$ cat src/rtl/cia_pkg.sv
// Shared CIA time-of-day field widths and digit terminal counts.
// Imported by the TOD cell wrapper; the leaf cells themselves stay package-free.
package cia_pkg;

  localparam int DEC_N    = 9;
  localparam int SEXA_N   = 5;
  localparam int HR12_N   = 2;
  localparam int SEXA_W   = 3;
  localparam int HR_CNT_W = 4;

  typedef logic [3:0] tenths_t;
  typedef logic [3:0] sec_lo_t;
  typedef logic [2:0] sec_hi_t;
  typedef logic [3:0] min_lo_t;
  typedef logic [2:0] min_hi_t;
  typedef logic [3:0] hr_lo_t;
  typedef logic [0:0] hr_hi_t;

  // The 12-hour tens digit counts in a 4-bit field so the out-of-range hour bug is reproduced.
  typedef logic [HR_CNT_W-1:0] hr_cnt_t;

  typedef struct packed {
    logic   pm;
    hr_hi_t hi;
    hr_lo_t lo;
  } tod_hr_t;

endpackage

$ cat src/rtl/bcd_update.sv
// Single BCD digit next-value/carry generator; load beats increment, exact-equality terminal count.
// Combinational, zero latency; no backpressure.
module bcd_update #(
  parameter int N = 9,
  parameter int W = $clog2(N+1)
) (
  input  logic         we,
  input  logic [W-1:0] data,
  input  logic [W-1:0] value,
  input  logic         cin,
  output logic [W-1:0] next,
  output logic         cout
);

  always_comb begin
    next = value;
    cout = 1'b0;
    if (we) begin
      next = data;
    end else if (cin) begin
      // Exact match only: values past N keep counting and wrap at 2^W without carrying.
      if (value == W'(N)) begin
        next = '0;
        cout = 1'b1;
      end else begin
        next = value + W'(1);
      end
    end
  end

endmodule

$ cat src/rtl/cia_edgedet.sv
// Strobe-sampled rising-edge detector for the TOD pad; output held one full sample period.
// Optional EDGEDET_SYNC_EN adds a free-running pad synchronizer (one extra clk of latency).
module cia_edgedet (
  input  logic clk,
  input  logic res,
  input  logic phi2_dn,
  input  logic pad_i,
  output logic posedge_o
);

  logic pad_s;
  logic s_cur;
  logic s_prev;

`ifdef EDGEDET_SYNC_EN
  logic pad_sync;

  always_ff @(posedge clk) begin
    if (res) pad_sync <= 1'b0;
    else     pad_sync <= pad_i;
  end

  assign pad_s = pad_sync;
`else
  assign pad_s = pad_i;
`endif

  always_ff @(posedge clk) begin
    if (res) begin
      s_cur  <= 1'b0;
      s_prev <= 1'b0;
    end else if (phi2_dn) begin
      s_cur  <= pad_s;
      s_prev <= s_cur;
    end
  end

  assign posedge_o = s_cur & ~s_prev;

endmodule

$ cat src/rtl/cia_tod_cells.sv
// TOD cell slice: decimal, base-6 and 12-hour-tens digit generators plus the pad edge detector.
// Digits are combinational; edge output follows the phi2_dn strobe (EDGEDET_SYNC_EN adds one clk).
module cia_tod_cells
  import cia_pkg::*;
(
  input  logic    clk,
  input  logic    res,
  input  logic    phi2_dn,
  input  logic    pad_i,
  output logic    posedge_o,

  input  logic    d9_we,
  input  tenths_t d9_data,
  input  tenths_t d9_value,
  input  logic    d9_cin,
  output tenths_t d9_next,
  output logic    d9_cout,

  input  logic    d5_we,
  input  sec_hi_t d5_data,
  input  sec_hi_t d5_value,
  input  logic    d5_cin,
  output sec_hi_t d5_next,
  output logic    d5_cout,

  input  logic    d2_we,
  input  hr_cnt_t d2_data,
  input  hr_cnt_t d2_value,
  input  logic    d2_cin,
  output hr_cnt_t d2_next,
  output logic    d2_cout
);

  bcd_update #(.N(DEC_N)) u_dec (
    .we(d9_we), .data(d9_data), .value(d9_value), .cin(d9_cin),
    .next(d9_next), .cout(d9_cout)
  );

  bcd_update #(.N(SEXA_N), .W(SEXA_W)) u_sexa (
    .we(d5_we), .data(d5_data), .value(d5_value), .cin(d5_cin),
    .next(d5_next), .cout(d5_cout)
  );

  bcd_update #(.N(HR12_N), .W(HR_CNT_W)) u_hr12 (
    .we(d2_we), .data(d2_data), .value(d2_value), .cin(d2_cin),
    .next(d2_next), .cout(d2_cout)
  );

  cia_edgedet u_edge (
    .clk(clk), .res(res), .phi2_dn(phi2_dn), .pad_i(pad_i), .posedge_o(posedge_o)
  );

endmodule

$ cat config.mk
export PLATFORM = sky130hd
export DESIGN_NAME = cia_tod_cells
export DESIGN_NICKNAME = d
export VERILOG_FILES = /design/src/rtl/cia_pkg.sv /design/src/rtl/bcd_update.sv /design/src/rtl/cia_edgedet.sv /design/src/rtl/cia_tod_cells.sv
export SDC_FILE = /design/constraint.sdc
export NUM_CORES = 1
export LEC_CHECK = 0
export CAP_MARGIN = 10
export CORE_ASPECT_RATIO = 1.1
export CORE_MARGIN = 2
export CORE_UTILIZATION = 27
export DETAILED_ROUTE_END_ITERATION = 8
export PLACE_DENSITY = 0.78
export SYNTH_ARGS = -nofsm -noshare
export SYNTH_HDL_FRONTEND = slang
export SYNTH_HIERARCHICAL = 1
export SYNTH_SLANG_ARGS = --single-unit
export TNS_END_PERCENT = 30
$ cat constraint.sdc
create_clock -name clk -period 1.7 [get_ports clk]
set_input_delay 0.51 -clock clk [delete_from_list [all_inputs] [get_ports clk]]
set_output_delay 0.51 -clock clk [all_outputs]
set_load 0.03 [all_outputs]
==> impl_metrics.env <==
export IMPL_path_max_fanout=2
export IMPL_wl_met2_um=1000
export IMPL_die_w_um=42.0
export IMPL_synthAdderAreaFrac=0
export IMPL_cts_sink_count=2
export IMPL_synth_net_count=94
export IMPL_drv_slew=0
export IMPL_syn_area_sq_um=428
export IMPL_cp_end_kind="primary output"
export IMPL_nets=163
export IMPL_port_buffers=46
export IMPL_dpl_hpwl_um=1400
export IMPL_drive_gt1_frac=0.519
export IMPL_yosysUniqueCellTypes=30
export IMPL_ys_seq_area_frac=0.0936
export IMPL_cp_required_ns=1.19
export IMPL_slowest_stage="or3b_4"
export IMPL_fin_crit_ns=1.97
export IMPL_clockBufferDepth=2
export IMPL_worst_skew_pair_late_latency_ns=0.23
export IMPL_violations="negative setup slack"
export IMPL_die_height_um=45.8
export IMPL_yosys_warnings=6
export IMPL_synth_xor_area_frac=0.102
export IMPL_hold_slack_ns=0.494
export IMPL_post_synth_top_area_cell="dfxtp_1"
export IMPL_fmax_ghz=0.508
export IMPL_synth_compound_area_frac=0.284
export IMPL_critPathMaxStageDelay_ns=0.39
export IMPL_start_util=0.281
export IMPL_power_density_mw_per_mm2=418
export IMPL_drtIter0Drc=11
export IMPL_vias_per_cell=5.02
export IMPL_post_dp_cell_area_sq_mm=0.00103
export IMPL_wirelength_um=1830
export IMPL_grt_max_degree=7
export IMPL_antenna_cells=0
export IMPL_path_cells="buf_6 > or3b_4 > buf_6 > nor3b_2 > buf_4"
export IMPL_num_vias=733
export IMPL_fillCellCount=117
export IMPL_postRouteAntennaNets=0
export IMPL_synth_top_family_by_area="simple AND/OR/NAND/NOR gates"
export IMPL_rows=15
export IMPL_clockRootBuffer="clkbuf_4"
export IMPL_maxCapViolations=0
export IMPL_peakVddDrop_v=0.000364
export IMPL_postCtsHoldBufs=0
export IMPL_grt_first_pass_wirelength_um=2750
export IMPL_grt_pass1_vias=695
export IMPL_grt_setup_unrepaired="yes"
export IMPL_crit_path_frequent_cell="buf_6"
export IMPL_synthCells=62
export IMPL_path_clk_slew_ns=0.03
export IMPL_coreArea_sq_mm=0.00152
export IMPL_routabilityCongestion=0.774
export IMPL_syn2layout_area_growth_pct=169
export IMPL_synthMuxAreaShare=0.0468
export IMPL_antenna_found_initial=0
export IMPL_htreeDepth=1
export IMPL_grt_ovfl_total=0
export IMPL_dr_max_layer_used="met4"
export IMPL_synthSimpleGateAreaFrac=0.444
export IMPL_skew_ns=0.00333
export IMPL_synth_area_leaders="dfxtp_1, o21ai_0, nor2b_1, xor2_1, nand2_1"
export IMPL_syn_avg_cell_area_sq_um=6.90
export IMPL_setup_tns_ns=-1.02
export IMPL_m1WireLength_um=674
export IMPL_drc=0
export IMPL_setup_viol=10
export IMPL_relSlewSlack=0.799
export IMPL_io_pins=47
export IMPL_cts_tree="done"
export IMPL_hold_viol_final=0
export IMPL_grt_usage=0.190
export IMPL_dieArea_sq_mm=0.00192
export IMPL_critPathBufInv=3
export IMPL_avgRoutedWirePerCell_um=12.6
export IMPL_cp_start_kind="input port"
export IMPL_tightest_slew_ns=0.302
export IMPL_fin_area_sq_mm=0.00115
export IMPL_critical_path_top_delay_family="simple AND/OR/NAND/NOR gates"
export IMPL_ys_ff_latch=2
export IMPL_layout_setup_ws_ns=-0.267
export IMPL_cts_buffers=3
export IMPL_p_leak_nw=0.537
export IMPL_crit_type="input port to primary output"
export IMPL_worstPathArrival_ns=1.46
export IMPL_outcome="complete, but fails checks"
export IMPL_min_path_type="register to register"
export IMPL_synth_top_area_share=0.0936
export IMPL_dr_pass1_iters=3
export IMPL_fin_crit_sh=1.16
export IMPL_met3_wirelength_um=141
==> sequential cells by signal, summed over array words and instances, names as in the netlist <==
signal / cells
u_edge/s_prev: 1
u_edge/s_cur: 1
==> worst register-to-register path, cell delays in order (launching register included) <==
cell,delay [ns]
dfxtp_1,0.30
mux2i_1,0.13
nor2_1,0.05
==> metal layers <==
layer / global-route usage / up-vias
li1: - / 364
met5: 0 / -
met1: 0.186 / 332
met4: 0.0581 / 0
met3: 0.0516 / 2
met2: 0.388 / 35
==> power by group <==
part	switching (mW)	leakage, nW	internal (mW)
Sequential	0.00114	0.0164	0.0496
Combinational	0.145	0.507	0.176
Clock	0.0307	0.0138	0.0782
==> layout make-up <==
class                           instances  area (sq um)  area share
Multi-Input combinational cell         57           443       0.385
Clock buffer                            3          22.5      0.0196
Sequential cell                         2          40.0      0.0348
Inverter                                2          7.51     0.00653
Tap cell                               17          21.3      0.0185
Timing Repair Buffer                   65           616       0.535
==> Yosys cell counts <==
cell       number
a31oi_1         1
a21boi_0        2
a32o_1          1
and4b_2         1
a31o_1          1
inv_1           2
a2bb2oi_1       1
or3_1           1
mux2i_1         2
nand2b_1        2
a21oi_1         2
nand3_1         2
o31a_1          2
dfxtp_1         2
nand2_1         6
or3b_1          1
xor2_1          3
nand4_1         1
and4b_1         1
o21ai_0         8
nand2_2         1
nand4b_1        1
xnor2_1         2
nor2b_1         5
o21ai_1         1
nor4b_1         1
buf_2           1
and4bb_1        1
nor2_1          6
nor3b_2         1
==> timing repair <==
item                                    in CTS  in global routing
buffers inserted                             3                  0
pin swaps                                   12                  8
gates resized for setup                    131                 22
endpoints found under the setup margin      15                 13
==> logic make-up (layout without fill, tap and decap cells) <==
logic type                Yosys count  after routing
and+or+nand+nor                    31             31
AOI/OAI and AO/OA                  19             19
xor gates and xnor gates            5              5
buffers and inverters               3             70
muxes                               2              2
DFF                                 2              2
==> through the flow <==
stage                     cells  worst slack (ns)  utilization  power [mW]
after floorplan              62            -0.216            -       0.172
after global placement      141            -0.991        0.681       0.338
after global routing        146            -0.307        0.756       0.509
after detailed placement    141             -1.01        0.681       0.344
final                       146            -0.267        0.756       0.480
after CTS                   147            -0.285        0.714       0.466
==> cells in the final DEF, fill, tap and decap left out, drive strengths merged, types with 2 or more instances in the layout <==
| cell type | synthesis | layout |
|---|---|---|
| a21boi | 2 | 2 |
| a21oi | 2 | 2 |
| and4b | 2 | 2 |
| buf | 1 | 50 |
| clkbuf | 0 | 3 |
| clkdlybuf4s50 | 0 | 8 |
| dfxtp | 2 | 2 |
| dlygate4sd2 | 0 | 6 |
| inv | 2 | 2 |
| mux2i | 2 | 2 |
| nand2 | 7 | 7 |
| nand2b | 2 | 2 |
| nand3 | 2 | 2 |
| nor2 | 6 | 6 |
| nor2b | 5 | 5 |
| o21ai | 9 | 9 |
| o31a | 2 | 2 |
| xnor2 | 2 | 2 |
| xor2 | 3 | 3 |
==> final timing paths <==
kind,start,endpoint,slack (ns),depth (start not counted)
max,d2_value[3],d2_cout,-0.27,5
min,u_edge/s_prev$_SDFFE_PP0P_,u_edge/s_prev$_SDFFE_PP0P_,0.49,2
max reg2reg,u_edge/s_cur$_SDFFE_PP0P_,u_edge/s_prev$_SDFFE_PP0P_,1.10,2
min reg2reg,u_edge/s_prev$_SDFFE_PP0P_,u_edge/s_prev$_SDFFE_PP0P_,0.49,2
(Power assumes the default switching activity.)
